==> config.mk <==
export PLATFORM = sky130hd
export DESIGN_NAME = dot_product_engine
export DESIGN_NICKNAME = d
export VERILOG_FILES = /design/src/rtl/dot_product_engine.sv
export SDC_FILE = /design/constraint.sdc
export NUM_CORES = 1
export LEC_CHECK = 0
export CORE_ASPECT_RATIO = 2
export CORE_MARGIN = 2
export CORE_UTILIZATION = 53
export CTS_BUF_LIST = sky130_fd_sc_hd__clkbuf_16
export DETAILED_ROUTE_END_ITERATION = 8
export PLACE_DENSITY = 0.82
export SYNTH_ARGS = -nofsm -noshare
export SYNTH_HDL_FRONTEND = slang
export SYNTH_SLANG_ARGS = --single-unit
==> constraint.sdc <==
create_clock -name clk -period 5 [get_ports clk]
set_input_delay 1 -clock clk [delete_from_list [all_inputs] [get_ports clk]]
set_output_delay 1 -clock clk [all_outputs]
set_load 0.03 [all_outputs]
==> src/rtl/dot_product_engine.sv <==
// dot_product_engine: reads paired operands from two registered-output
// memories at a shared address and accumulates their unsigned products.
// The final sum is presented together with a one-cycle done pulse.
module dot_product_engine #(
    parameter int DATA_WIDTH = 8,
    parameter int ADDR_WIDTH = 4,
    parameter int ACC_WIDTH  = 20
) (
    input  logic                  clk,
    input  logic                  rst_n,
    input  logic                  start,
    input  logic [ADDR_WIDTH:0]   vec_len,
    output logic                  read_en,
    output logic [ADDR_WIDTH-1:0] read_address,
    input  logic [DATA_WIDTH-1:0] a_data,
    input  logic [DATA_WIDTH-1:0] b_data,
    output logic                  busy,
    output logic                  done,
    output logic [ACC_WIDTH-1:0]  result
);

    localparam int LEN_W = ADDR_WIDTH + 1;
    localparam logic [LEN_W-1:0] MAX_LEN = {1'b1, {ADDR_WIDTH{1'b0}}};

    typedef enum logic [1:0] {
        S_IDLE,
        S_READ,
        S_DRAIN,
        S_DONE
    } state_t;

    state_t                state_q, state_d;
    logic [LEN_W-1:0]      len_q, len_d;
    logic [ADDR_WIDTH-1:0] addr_q, addr_d;
    logic                  ren_q, ren_d;
    logic                  vld_p1_q, vld_p1_d;
    logic [ACC_WIDTH-1:0]  acc_q, acc_d;
    logic [ACC_WIDTH-1:0]  result_q, result_d;

    logic [LEN_W-1:0]      len_clamped;
    logic [LEN_W-1:0]      last_idx;
    logic [LEN_W-1:0]      addr_ext;

    // Unsigned full-width product, zero-extended into the accumulator width.
    function automatic logic [ACC_WIDTH-1:0] prod_ext(
        input logic [DATA_WIDTH-1:0] a,
        input logic [DATA_WIDTH-1:0] b
    );
        logic [2*DATA_WIDTH-1:0] p;
        p = a * b;
        return ACC_WIDTH'(p);
    endfunction

    assign len_clamped = (vec_len > MAX_LEN) ? MAX_LEN : vec_len;
    assign last_idx    = len_q - LEN_W'(1);
    assign addr_ext    = {1'b0, addr_q};

    // Next-state, address issue, valid tracking and accumulation.
    always_comb begin
        state_d  = state_q;
        len_d    = len_q;
        addr_d   = addr_q;
        ren_d    = ren_q;
        // Stage p0 is the issued read (ren_q); stage p1 marks memory data on the bus.
        vld_p1_d = ren_q;
        acc_d    = acc_q;
        result_d = result_q;

        if (vld_p1_q) begin
            acc_d = acc_q + prod_ext(a_data, b_data);
        end

        unique case (state_q)
            S_IDLE: begin
                if (start) begin
                    len_d = len_clamped;
                    acc_d = '0;
                    if (len_clamped == '0) begin
                        state_d  = S_DONE;
                        result_d = '0;
                    end else begin
                        state_d = S_READ;
                        ren_d   = 1'b1;
                        addr_d  = '0;
                    end
                end
            end
            S_READ: begin
                if (addr_ext == last_idx) begin
                    // Single-element vector: its only address is already out.
                    ren_d   = 1'b0;
                    state_d = S_DRAIN;
                end else begin
                    addr_d = addr_q + ADDR_WIDTH'(1);
                    if (addr_ext + LEN_W'(1) == last_idx) begin
                        state_d = S_DRAIN;
                    end
                end
            end
            S_DRAIN: begin
                ren_d = 1'b0;
                // Last element is on the bus once no read is outstanding behind it.
                if (!ren_q && vld_p1_q) begin
                    state_d  = S_DONE;
                    result_d = acc_d;
                end
            end
            S_DONE: begin
                state_d = S_IDLE;
            end
            default: state_d = S_IDLE;
        endcase
    end

    // State and datapath registers with synchronous active-low reset.
    always_ff @(posedge clk) begin
        if (!rst_n) begin
            state_q  <= S_IDLE;
            len_q    <= '0;
            addr_q   <= '0;
            ren_q    <= 1'b0;
            vld_p1_q <= 1'b0;
            acc_q    <= '0;
            result_q <= '0;
        end else begin
            state_q  <= state_d;
            len_q    <= len_d;
            addr_q   <= addr_d;
            ren_q    <= ren_d;
            vld_p1_q <= vld_p1_d;
            acc_q    <= acc_d;
            result_q <= result_d;
        end
    end

    assign read_en      = ren_q;
    assign read_address = addr_q;
    assign busy         = (state_q != S_IDLE);
    assign done         = (state_q == S_DONE);
    assign result       = result_q;

endmodule

Word-level counts from Yosys, hierarchy flattened
Index checks and enable logic that the tools add are counted.
{"block": "totals", "rom_bits": 0, "ram_bits": 0, "latch_bits": 0, "mem_count": 0, "ff_bits": 53}
{"block": "op_classes", "div": 0, "n_addsub": 4, "n_lt_le_gt_ge": 1, "eq_ne": 12, "n_mux": 22, "n_reduce_logical": 13, "shift": 0, "mul": 1, "bitwise": 0}
{"op": "$mux W20", "n": 6}
{"op": "$pmux W20 S2", "n": 1}
{"op": "$add A20 B16 Y20", "n": 1}
{"op": "$mul A8 B8 Y16", "n": 1}
{"op": "$mux W4", "n": 3}
{"op": "$ne A2 B2 Y1 const B", "n": 6}
{"op": "$reduce_and A4 Y1", "n": 3}
{"op": "$mux W2", "n": 5}
{"op": "$pmux W2 S4", "n": 1}
{"op": "$pmux W4 S2", "n": 1}
{"op": "$reduce_bool A2 Y1", "n": 3}
{"op": "$add A4 B1 Y5 const B", "n": 1}
{"op": "$eq A4 B5 Y1", "n": 1}
{"op": "$eq A5 B5 Y1", "n": 1}
{"op": "$gt A5 B5 Y1 const B", "n": 1}
{"op": "$logic_not A5 Y1", "n": 1}
{"op": "$mux W5", "n": 1}
{"op": "$sub A5 B1 Y5 const B", "n": 1}
{"op": "$add A4 B1 Y4 const B", "n": 1}
{"op": "$eq A2 B2 Y1 const B", "n": 2}
{"op": "$mux W1", "n": 3}
{"op": "$ne A3 B3 Y1 const B", "n": 1}
{"op": "$pmux W1 S3", "n": 1}
{"op": "$reduce_and A3 Y1", "n": 1}
{"op": "6 further kinds", "n": 6}

Depth between registers and ports, before layout
Gate-level depths: netlist (run 1).
{"block": "logic_depth", "ltp_word": 6, "ltp_mapped": 19}

Least setup slack after synthesis (run 1)
Ideal clock, no wire load.
{"block": "synth_timing", "kind": "input port to flip-flop", "from": "input a_data[5]", "to": "register result_q[16] (netlist: result[16])", "stages": 18, "slack_ns": -0.224, "arrival_ns": 5.097, "path_cell_list": "clkbuf_1 nand2_1 fa_1 inv_1 fa_1 inv_1 fa_1 fa_1 inv_1 ha_1 buf_2 a21oi_1 o21ai_0 a221o_1 a221oi_1 xnor2_1 mux2i_1 o21ai_0"}
{"block": "synth_between", "elab_chain_len": 5}
{"item": "from (decl)", "line": "15", "text": "input logic [DATA_WIDTH-1:0] a_data,"}
{"item": "$mul A8 B8 Y16", "line": "50", "text": "p = a * b;"}
{"item": "$add A20 B16 Y20", "line": "70", "text": "acc_d = acc_q + prod_ext(a_data, b_data);"}
{"item": "$mux W20", "line": "69", "text": "if (vld_p1_q) begin"}
{"item": "$mux W20", "line": "103", "text": "if (!ren_q && vld_p1_q) begin"}
{"item": "$pmux W20 S2", "line": "73", "text": "unique case (state_q)"}
{"item": "to (signal assigned)", "line": "132", "text": "result_q <= result_d;"}
{"item": "to (decl)", "line": "38", "text": "logic [ACC_WIDTH-1:0] result_q, result_d;"}
No other way between the ends. The select of a mux whose other input is x is not followed.
A chain may end at the register's enable or synchronous reset.

Worst setup path after layout (run 1)
{"block": "layout_timing", "from": "input b_data[7]", "to": "register result_q[16] (netlist: result[16])"}
{"block": "layout_between", "elab_chain_len": 5}
{"item": "from (decl)", "line": "16", "text": "input logic [DATA_WIDTH-1:0] b_data,"}
{"item": "$mul A8 B8 Y16", "line": "50"}
{"item": "$add A20 B16 Y20", "line": "70"}
{"item": "$mux W20", "line": "69"}
{"item": "$mux W20", "line": "103"}
{"item": "$pmux W20 S2", "line": "73"}
No other way between the ends. The select of a mux whose other input is x is not followed.

==> results of run 1 <==
[stage by stage]
step / setup slack [ns] / power (mW) / instances
after floorplan: 0.00338 / 1.60 / 573
after global placement: -0.680 / 2.10 / 747
after detailed placement: -0.860 / 2.15 / 747
after CTS: -0.00171 / 2.64 / 757
after global routing: -0.0680 / 3.05 / 757
final: 0.114 / 2.85 / 757
[cell type report]
type	instances	share of cell area (%)
Clock inverter	3	0.721
Sequential cell	53	17.5
Multi-Input combinational cell	397	58.8
Tap cell	102	2.10
Inverter	109	6.74
Clock buffer	5	2.06
Timing Repair Buffer	88	12.1
[per-layer routing]
layer / GRT usage [%] / share of wire (%)
met1: 24.6 / 34
met2: 50.6 / 60
met3: 2.10 / 2.4
met4: 11.8 / 3.5
met5: 0 / 0
[cell families (layout without fill, tap and decap cells)]
kind of cell,after synthesis,count (layout)
adders and majority gates,97,97
and+or+nand+nor,177,177
buffers and inverters,123,205
AOI/OAI and AO/OA,82,82
DFF,53,53
xor gates and xnor gates,26,26
muxes,15,15
[report_power, final]
part / total (mW) / switching, mW / internal, mW / leakage (nW)
Sequential: 0.494 / 0.0349 / 0.460 / 0.429
Clock: 0.396 / 0.158 / 0.237 / 0.0842
Combinational: 1.96 / 1.05 / 0.910 / 2.30
[worst reg2reg max path, stage by stage (launching register included)]
cell and delay, ns:
sky130_fd_sc_hd__dfxtp_1 0.34, sky130_fd_sc_hd__inv_1 0.07, sky130_fd_sc_hd__fa_1 0.42, sky130_fd_sc_hd__inv_1 0.08
sky130_fd_sc_hd__fa_1 0.42, sky130_fd_sc_hd__fa_1 0.53, sky130_fd_sc_hd__inv_1 0.08, sky130_fd_sc_hd__fa_1 0.55
sky130_fd_sc_hd__inv_1 0.05, sky130_fd_sc_hd__ha_2 0.20, sky130_fd_sc_hd__a21oi_4 0.17, sky130_fd_sc_hd__o21ai_2 0.08
sky130_fd_sc_hd__a221o_1 0.36, sky130_fd_sc_hd__a221oi_4 0.29, sky130_fd_sc_hd__xnor2_1 0.10, sky130_fd_sc_hd__mux2i_1 0.18
sky130_fd_sc_hd__o21ai_1 0.10
[timing repair]
item                                    in CTS  in global routing
setup buffers                                2                  0
endpoints found under the setup margin      25                 20
resized for setup                           66                 61
pin swaps                                   12                 24
gates cloned                                 0                  0
[cell usage in the layout, fill, tap and decap left out, types with 7 or more instances in the layout]
cell,synthesis,final
sky130_fd_sc_hd__buf_4,0,41
sky130_fd_sc_hd__xnor2_1,22,21
sky130_fd_sc_hd__dfxtp_1,53,53
sky130_fd_sc_hd__nand3_1,14,14
sky130_fd_sc_hd__nor2_1,38,37
sky130_fd_sc_hd__ha_1,47,41
sky130_fd_sc_hd__nand2_1,66,61
sky130_fd_sc_hd__and2_4,0,7
sky130_fd_sc_hd__o21ai_0,19,16
sky130_fd_sc_hd__mux2i_1,15,15
sky130_fd_sc_hd__a21oi_1,25,19
sky130_fd_sc_hd__fa_1,50,47
sky130_fd_sc_hd__clkdlybuf4s50_1,0,34
sky130_fd_sc_hd__a21o_1,8,8
sky130_fd_sc_hd__and2_1,34,27
sky130_fd_sc_hd__inv_1,108,106
[Yosys cell counts, types with 3 or more instances]
cell type / number / area share [%]
sky130_fd_sc_hd__xnor2_1: 22 / 3.9
sky130_fd_sc_hd__nand2_1: 66 / 5.1
sky130_fd_sc_hd__ha_1: 47 / 12
sky130_fd_sc_hd__buf_1: 3 / 0.23
sky130_fd_sc_hd__o21ai_0: 19 / 1.9
sky130_fd_sc_hd__nand3_1: 14 / 1.4
sky130_fd_sc_hd__a21o_1: 8 / 1.2
sky130_fd_sc_hd__nor2_1: 38 / 2.9
sky130_fd_sc_hd__inv_1: 108 / 8.3
sky130_fd_sc_hd__nor2b_1: 6 / 0.77
sky130_fd_sc_hd__nor3_1: 3 / 0.31
sky130_fd_sc_hd__xor2_1: 4 / 0.72
sky130_fd_sc_hd__and2_1: 34 / 4.3
sky130_fd_sc_hd__clkbuf_1: 9 / 0.69
sky130_fd_sc_hd__a21oi_1: 25 / 2.6
sky130_fd_sc_hd__o31a_1: 4 / 0.72
sky130_fd_sc_hd__nor3b_1: 4 / 0.61
sky130_fd_sc_hd__mux2i_1: 15 / 3.1
sky130_fd_sc_hd__fa_1: 50 / 20
sky130_fd_sc_hd__dfxtp_1: 53 / 22
[flip-flops by register name, summed over array words and instances, names as in the netlist, named ones only]
name	count
len_q	5
acc_q	18
read_address	4
result	20
read_en	1
state_q	2
vld_p1_q	1
[worst min-delay path by stage]
stage	start	to	slack [ns]	depth (start not counted)
finish	result[19]	result[19]	0.46	2
global route	result[4]	result[4]	0.50	2
CTS	result[15]	result[15]	0.47	2
detailed placement	result[15]	result[15]	0.45	2
global placement	result[10]	result[10]	0.44	2
floorplan	len_q[4]	len_q[4]	0.45	2
==> impl_metrics.csv, run 1 <==
group,metric,value,unit
run_status,run_status,"finished clean",
worst_setup_path,crit_end,"result[16]",
clocking,clock_tree_from_tritoncts,"built",
layout,area_growth,24.1,%
worst_setup_path,crit_path_start_kind,"input port",
worst_setup_path,crit_fanout,6,
place,gpl.final_weighted_congestion,0.950,
route,vias,4172,
floorplan,pin_count,51,
yosys,synth_simple_gate_area_share,17.4,%
yosys,yosys.cell_types.count,53,
power,cell_leakage_power,2.81,nW
worst_setup_path,r2r_slack,0.84,ns
worst_setup_path,r2r.worst_path.cells,16,
timing,whs,0.464,ns
yosys,synth-compound-area-share,11.2,%
timing,max_freq,0.205,GHz
floorplan,dieWidth,71.9,um
floorplan,initial_core_utilization,54.3,%
worst_hold_path,hold_path.class,"reg -> reg",
worst_setup_path,crit_required,5.17,ns
worst_setup_path,critical-path-slowest-cell,"sky130_fd_sc_hd__fa_1",
timing,timing_worst_slew_pin_value,0.698,ns
worst_setup_path,cp_common_cell,"sky130_fd_sc_hd__fa_1",
power,p_per_area,469,mW/mm^2
timing,finalWorstPathRequiredPeriod,4.89,ns
timing,timing_max_transition_violations_final,0,
floorplan,core_area,0.00901,mm^2
yosys,synth_top_flop_cell,"sky130_fd_sc_hd__dfxtp_1",
yosys,synth_top_family_by_area,"adder cells",
timing,finalClockSkew,0.00619,ns
yosys,synthesis.area_per_instance,8.54,um^2
worst_setup_path,worstPathCellList,"clkbuf_4, and2_4, fa_1, fa_1, fa_1, inv_1, fa_1, inv_1, ha_2, a21oi_4, o21ai_2, a221o_1, a221oi_4, xnor2_1, mux2i_1, o21ai_1",
clocking,cts_max_level,2,
global_routing,grt_pass1_vias,4457,
worst_setup_path,max_stage_delay,0.56,ns
worst_setup_path,cp_data_arrival_time,5.06,ns
layout,fillers,692,
timing,hold_viol_final,0,
layout,fin_area,0.00607,mm^2
yosys,synth_enable_flop_cells,0,
clocking,cts-hold-fix-buffers,0,
yosys,synth_mux_area_share,3.07,%
clocking,register_clock_pin_slew_on_the_reported_worst_setup_and_hold_paths,0.07,ns
yosys,syn_area,0.00489,mm^2
flow_run,timing.max_cap.violations,0,
yosys,ys_async_sr_fraction,0,%
yosys,ys_ff_latch,53,
worst_setup_path,critical_path_cell_count,16,
layout,antenna_cells,0,
route,wl,12400,um
layout,finalNetCount,775,
route,vias_per_cell,5.51,
route,drt_first_iter_violations,146,
layout,seq_area,0.00106,mm^2
yosys,warning_count_from_the_yosys_run,0,
clocking,cts.root.buffer_cell,"sky130_fd_sc_hd__clkbuf_16",
layout,share_of_final_layout_standard_cells_stronger_than_drive_strength_1,16.3,%
worst_setup_path,crit_path_category,"in -> reg",
route,drt_first_pass_iters,4,
route,remaining_drc_errors,0,
floorplan,dieHeight,140,um
yosys,postSynthCellCount,573,
clocking,cts_made_buffers,5,
worst_setup_path,r2r-end,"result[16]",
global_routing,wire_length_of_the_first_global_routing_pass,20200,um
route,ant_nets,0,
layout,final_core_util,67.4,%
layout,multi_input_area,0.00357,mm^2
yosys,ys_seq_area_share,21.7,%
floorplan,core.rowCount,49,
timing,timing.slew.headroom,53.3,%
place,port-buffer-count,50,
worst_setup_path,launch_point_of_the_worst_reg_to_reg_path,"acc_q[7]",
route,wire_per_inst,16.4,um
timing,totalNegativeSetupSlack,0,ns
timing,finalSetupViolCount,0,
worst_setup_path,cpLargestDelayFamily,"adder cells",
place,dp_hpwl,9840,um
global_routing,gr-total-overflow,0,
worst_setup_path,worst-path-buf-inv,3,
timing,final.period_utilization,97.7,%
power,peakVddDrop,0.348,mV
global_routing,maximum_number_of_pins_on_one_net_before_global_route_repair,21,
yosys,syn_nets,694,
floorplan,design.die.area,0.0101,mm^2
yosys,synth-xor-area-share,4.65,%
place,dpl-instance-area,0.00575,mm^2
global_routing,grt_antenna_before_repair,0,
worst_setup_path,worst_setup_path_end_kind,"flip-flop",
clocking,clock_sinks,53,
clocking,clockBufferDepth,2,
yosys,synth-adder-area-share,32.5,%
worst_setup_path,startpoint,"b_data[7]",
global_routing,track_usage,25.3,%
clocking,clk_latency,0.29,ns
No activity file was read; power rests on OpenSTA's default activity.
==> run 2, diff against run 1 <==
SETUP_SLACK_MARGIN = 0.02   (was not set)
==> run 2 against run 1 <==
Against the previous run: total power grew 0.30%; critical endpoint unchanged; global-route usage up 0.22 points; sequential share of layout area fell by 0.097 points; cell count is the same; sequential power hardly changed.
==> impl_metrics.csv, run 2 (same netlist as run 1, synthesis figures left out) <==
group,metric,value,unit
worst_hold_path,hold_path.class,"reg -> reg",
timing,whs,0.456,ns
power,netSwitchingPower,1.25,mW
power,p_comb_share,68.8,%
power,cell_leakage_power,2.81,nW
timing,hold_viol_final,0,
timing,finalWorstPathRequiredPeriod,4.82,ns
clocking,clk_latency,0.29,ns
clocking,clock_sinks,53,
worst_setup_path,startpoint,"b_data[7]",
worst_setup_path,r2r_slack,0.85,ns
power,power_switching_share,43.6,%
floorplan,core.rowCount,49,
clocking,cts_made_buffers,5,
floorplan,dieHeight,140,um
worst_setup_path,r2r.worst_path.cells,17,
worst_setup_path,r2r-end,"result[16]",
place,dp_hpwl,9840,um
route,ant_nets,0,
layout,finalNetCount,775,
floorplan,core_area,0.00901,mm^2
layout,largest_register_ffs,20,
worst_setup_path,crit_end,"result[16]",
worst_setup_path,cp_data_arrival_time,4.99,ns
layout,antenna_cells,0,
route,wl,12500,um
power,sequentialPowerShare,17.3,%
clocking,cts-hold-fix-buffers,0,
floorplan,design.die.area,0.0101,mm^2
worst_setup_path,crit_path_start_kind,"input port",
worst_setup_path,launch_point_of_the_worst_reg_to_reg_path,"acc_q[6]",
power,p_per_area,468,mW/mm^2
timing,max_freq,0.207,GHz
worst_setup_path,crit_path_category,"in -> reg",
layout,fin_area,0.00611,mm^2
route,drt_first_pass_iters,4,
timing,final.period_utilization,96.4,%
floorplan,initial_core_utilization,54.3,%
power,peakVddDrop,0.349,mV
flow_run,timing.max_cap.violations,0,
route,remaining_drc_errors,0,
global_routing,grt_pass1_vias,4481,
clocking,cts_max_level,2,
timing,timing_worst_slew_pin_value,0.691,ns
route,drt_first_iter_violations,202,
floorplan,pin_count,51,
clocking,clockBufferDepth,2,
worst_setup_path,worst_setup_path_end_kind,"flip-flop",
place,gpl.final_weighted_congestion,0.950,
timing,finalClockSkew,0.00618,ns
timing,finalSetupViolCount,0,
timing,timing_max_transition_violations_final,0,
global_routing,grt_antenna_before_repair,0,
worst_setup_path,crit_required,5.17,ns
floorplan,dieWidth,71.9,um
power,clockPowerShare,13.9,%
clocking,clock_tree_from_tritoncts,"built",
global_routing,track_usage,25.5,%
layout,share_of_final_layout_standard_cells_stronger_than_drive_strength_1,16.9,%
layout,layout_commonest_cell,"sky130_fd_sc_hd__inv_1",
route,vias,4187,
global_routing,maximum_number_of_pins_on_one_net_before_global_route_repair,21,
power,internal_power,1.61,mW
run_status,run_status,"finished clean",
timing,rsz_0062_raised_after_global_routing,"true",
global_routing,gr-total-overflow,0,
place,dpl-instance-area,0.00575,mm^2
clocking,register_clock_pin_slew_on_the_reported_worst_setup_and_hold_paths,0.07,ns
worst_hold_path,hold_start,"result[11]",
global_routing,wire_length_of_the_first_global_routing_pass,20400,um
clocking,cts.root.buffer_cell,"sky130_fd_sc_hd__clkbuf_16",
worst_setup_path,crit_fanout,6,
route,vias_per_cell,5.53,
layout,area_growth,24.8,%
route,wire_per_inst,16.5,um
place,port-buffer-count,50,
layout,final_cell_mix,"sky130_fd_sc_hd__inv_1, sky130_fd_sc_hd__nand2_1, sky130_fd_sc_hd__dfxtp_1, sky130_fd_sc_hd__fa_1, sky130_fd_sc_hd__buf_4",
timing,timing.slew.headroom,53.8,%
## run 2: cell counts in the layout (fill, tap and decap cells not counted)
Identical to the previous run, type by type.
## run 2: how the worst min path moves through the flow
stage	endpoint	slack, ns	cells past startpoint
after floorplan	len_q[4]	0.45	2
after global placement	result[10]	0.44	2
after detailed placement	result[15]	0.45	2
after CTS	result[15]	0.47	2
after global routing	result[11]	0.49	2
final	result[11]	0.46	2
## run 2: cell type report
class	count	area, um^2
fillers	679	2910
clock inverters	3	43.8
well taps	102	128
repair buffers	88	752
inverters	109	409
multi-input cells	397	3590
flip-flops and latches	53	1060
clock buffers	5	125
## run 2: stage by stage
step           setup TNS [ns]  power (mW)  utilization (%)  setup WS [ns]  instances
5_1_grt               -0.0168        3.06             67.8        -0.0127        757
4_1_cts                     0        2.62             66.1         0.0210        757
3_5_place_dp           -17.63        2.15             63.8         -0.860        747
3_3_place_gp           -15.35        2.10             63.8         -0.680        747
6_report                    0        2.86             67.8          0.181        757
2_1_floorplan               0        1.60                -        0.00338        573
## run 2: timing repair
action / in CTS / in global routing
endpoints found under the setup margin: 25 / 21
pin swaps: 13 / 24
buffers inserted: 2 / 0
gates resized for setup: 70 / 73
## run 2: power by group through the flow
stage                     Combinational [mW]  Clock [mW]  Sequential, mW
final                                   1.97       0.396           0.495
after global routing                    2.14       0.416           0.500
after floorplan                         1.10           0           0.504
after global placement                  1.60           0           0.501
after detailed placement                1.64           0           0.503
after CTS                               1.73       0.400           0.494
## run 2: per-layer routing
layer | vias up | GRT usage [%] | part of all wire, % | routed length (um)
met5 | - | 0 | 0 | 0
met4 | 0 | 12.2 | 3.8 | 471
met2 | 106 | 51.2 | 60 | 7490
met1 | 2063 | 24.6 | 34 | 4200
li1 | 1987 | - | - | -
met3 | 31 | 2.10 | 2.4 | 301
## run 2: worst max-delay path, stage by stage
cell	delay, ns
sky130_fd_sc_hd__buf_4	0.15
sky130_fd_sc_hd__and2_4	0.15
sky130_fd_sc_hd__fa_2	0.56
sky130_fd_sc_hd__fa_1	0.46
sky130_fd_sc_hd__fa_1	0.55
sky130_fd_sc_hd__inv_2	0.05
sky130_fd_sc_hd__fa_1	0.55
sky130_fd_sc_hd__inv_1	0.08
sky130_fd_sc_hd__ha_4	0.18
sky130_fd_sc_hd__a21oi_4	0.15
sky130_fd_sc_hd__o21ai_2	0.08
sky130_fd_sc_hd__a221o_1	0.36
sky130_fd_sc_hd__a221oi_4	0.29
sky130_fd_sc_hd__xnor2_1	0.10
sky130_fd_sc_hd__mux2i_1	0.18
sky130_fd_sc_hd__o21ai_1	0.10
==> run 3, diff against run 2 <==
CORE_MARGIN = not set   (was 2)
==> run 3 against run 2 <==
Against the previous run: critical path depth is the same; die area down 4.2%; sequential power about the same; critical endpoint is now acc_q[17]; largest cell class unchanged.
==> impl_metrics.csv, run 3 (same netlist as run 1, synthesis figures left out) <==
group,metric,value,unit
run_status,run_status,"finished clean",
power,clockPowerShare,12.7,%
global_routing,grt_pass1_vias,4441,
floorplan,initial_core_utilization,54.7,%
timing,finalSetupViolCount,0,
power,internal_power,1.59,mW
worst_setup_path,worst_setup_path_end_kind,"flip-flop",
worst_setup_path,crit_path_start_kind,"input port",
route,ant_nets,0,
layout,share_of_final_layout_standard_cells_stronger_than_drive_strength_1,17.6,%
clocking,cts_made_buffers,5,
place,port-buffer-count,50,
worst_setup_path,startpoint,"a_data[3]",
route,drt_first_iter_violations,136,
route,remaining_drc_errors,0,
worst_setup_path,launch_point_of_the_worst_reg_to_reg_path,"acc_q[7]",
clocking,clock_tree_from_tritoncts,"built",
layout,fin_area,0.00611,mm^2
global_routing,gr-total-overflow,0,
layout,largest_register_ffs,20,
timing,final.period_utilization,97.2,%
power,peakVddDrop,0.420,mV
global_routing,track_usage,26.1,%
timing,max_freq,0.206,GHz
worst_setup_path,crit_path_category,"in -> reg",
timing,timing.slew.headroom,51.4,%
route,wire_per_inst,16.0,um
place,dp_hpwl,9730,um
clocking,clock_sinks,53,
timing,fin_ws,0.141,ns
place,gpl.final_weighted_congestion,0.927,
floorplan,dieHeight,138,um
floorplan,core_area,0.00895,mm^2
layout,antenna_cells,0,
worst_hold_path,hold_path.class,"reg -> reg",
global_routing,wire_length_of_the_first_global_routing_pass,19800,um
worst_setup_path,crit_fanout,8,
worst_setup_path,r2r.worst_path.cells,15,
clocking,clk_latency,0.30,ns
power,p_comb_share,69.8,%
floorplan,core.rowCount,49,
timing,finalWorstPathRequiredPeriod,4.86,ns
worst_setup_path,crit_required,5.17,ns
global_routing,grt_antenna_before_repair,0,
layout,finalNetCount,779,
layout,final_cell_mix,"sky130_fd_sc_hd__inv_1, sky130_fd_sc_hd__nand2_1, sky130_fd_sc_hd__dfxtp_1, sky130_fd_sc_hd__fa_1, sky130_fd_sc_hd__buf_4",
route,vias,4139,
place,post-place-ws,-0.864,ns
route,drt_first_pass_iters,4,
power,power_switching_share,44.0,%
timing,timing_worst_slew_pin_value,0.727,ns
clocking,cts_max_level,2,
route,wl,12100,um
clocking,register_clock_pin_slew_on_the_reported_worst_setup_and_hold_paths,0.08,ns
worst_setup_path,cp_data_arrival_time,5.03,ns
power,sequentialPowerShare,17.5,%
timing,hold_viol_final,0,
layout,layout_commonest_cell,"sky130_fd_sc_hd__inv_1",
power,p_per_area,464,mW/mm^2
timing,finalClockSkew,0.0107,ns
power,cell_leakage_power,2.82,nW
worst_setup_path,r2r_slack,0.74,ns
floorplan,dieWidth,69.9,um
worst_setup_path,r2r-end,"result[18]",
global_routing,maximum_number_of_pins_on_one_net_before_global_route_repair,21,
clocking,cts.root.buffer_cell,"sky130_fd_sc_hd__clkbuf_16",
flow_run,timing.max_cap.violations,0,
worst_setup_path,crit_end,"acc_q[17]",
floorplan,pin_count,51,
place,dpl-instance-area,0.00575,mm^2
power,netSwitchingPower,1.25,mW
floorplan,design.die.area,0.00964,mm^2
route,vias_per_cell,5.44,
clocking,clockBufferDepth,2,
layout,area_growth,25.0,%
timing,timing_max_transition_violations_final,0,
[run 3: cell types whose count changed in the layout (fill, tap and decap cells not counted), sizes merged]
cell	delta
buf	+4
bufinv	-1
clkinv	+1
[run 3: power groups by stage]
stage               Clock (mW)  Sequential, mW  Combinational (mW)
floorplan                    0           0.504                1.10
global placement             0           0.503                1.61
detailed placement           0           0.505                1.65
CTS                      0.367           0.495                1.81
global route             0.382           0.501                2.16
finish                   0.362           0.496                1.98
[run 3: worst max-delay path, stage by stage]
cell	delay [ns]
sky130_fd_sc_hd__clkbuf_4	0.16
sky130_fd_sc_hd__and2_1	0.18
sky130_fd_sc_hd__fa_1	0.46
sky130_fd_sc_hd__fa_1	0.51
sky130_fd_sc_hd__fa_1	0.54
sky130_fd_sc_hd__inv_1	0.06
sky130_fd_sc_hd__fa_1	0.54
sky130_fd_sc_hd__inv_1	0.07
sky130_fd_sc_hd__ha_4	0.25
sky130_fd_sc_hd__a21o_1	0.21
sky130_fd_sc_hd__a31oi_1	0.17
sky130_fd_sc_hd__o21ai_0	0.17
sky130_fd_sc_hd__a311oi_1	0.37
sky130_fd_sc_hd__xnor2_1	0.13
sky130_fd_sc_hd__mux2i_1	0.15
sky130_fd_sc_hd__nor2_1	0.05
[run 3: how the worst min path moves through the flow]
| stage | slack, ns | cells after the start | start | endpoint |
|---|---|---|---|---|
| floorplan | 0.45 | 2 | len_q[4] | len_q[4] |
| global placement | 0.44 | 2 | result[10] | result[10] |
| detailed placement | 0.44 | 2 | result[4] | result[4] |
| CTS | 0.45 | 2 | result[4] | result[4] |
| global route | 0.49 | 2 | result[4] | result[4] |
| finish | 0.45 | 2 | result[4] | result[4] |
[run 3: layout make-up]
| cell class | instances | area (um^2) |
|---|---|---|
| clock inverters | 3 | 26.3 |
| well taps | 102 | 128 |
| clock buffers | 5 | 125 |
| repair buffers | 92 | 769 |
| multi-input cells | 397 | 3600 |
| inverters | 109 | 409 |
| fillers | 707 | 2840 |
| flip-flops and latches | 53 | 1060 |
[run 3: layer usage]
| metal | wire [um] | vias to the layer above | GRT usage (%) |
|---|---|---|---|
| li1 | - | 1985 | - |
| met1 | 4190 | 2041 | 24.1 |
| met2 | 7070 | 80 | 53.5 |
| met3 | 322 | 33 | 2.91 |
| met4 | 556 | 0 | 14.2 |
| met5 | 0 | - | 0 |
[run 3: per-stage QoR]
stage / std cells / TNS [ns] / hold slack (ns) / total power [mW] / util (%)
after global placement: 748 / -15.45 / 0.440 / 2.11 / 64.3
after global routing: 761 / -0.0390 / 0.489 / 3.05 / 68.3
after floorplan: 573 / 0 / 0.449 / 1.60 / -
after detailed placement: 748 / -17.76 / 0.445 / 2.16 / 64.3
after CTS: 757 / 0 / 0.455 / 2.67 / 66.8
final: 761 / 0 / 0.453 / 2.84 / 68.3
[run 3: timing repair]
action | in CTS | in global routing
pin swaps | 16 | 40
resized for setup | 89 | 41
cloned | 0 | 0
setup endpoints to repair | 25 | 21
setup buffers | 1 | 4
hold buffers | 0 | 0
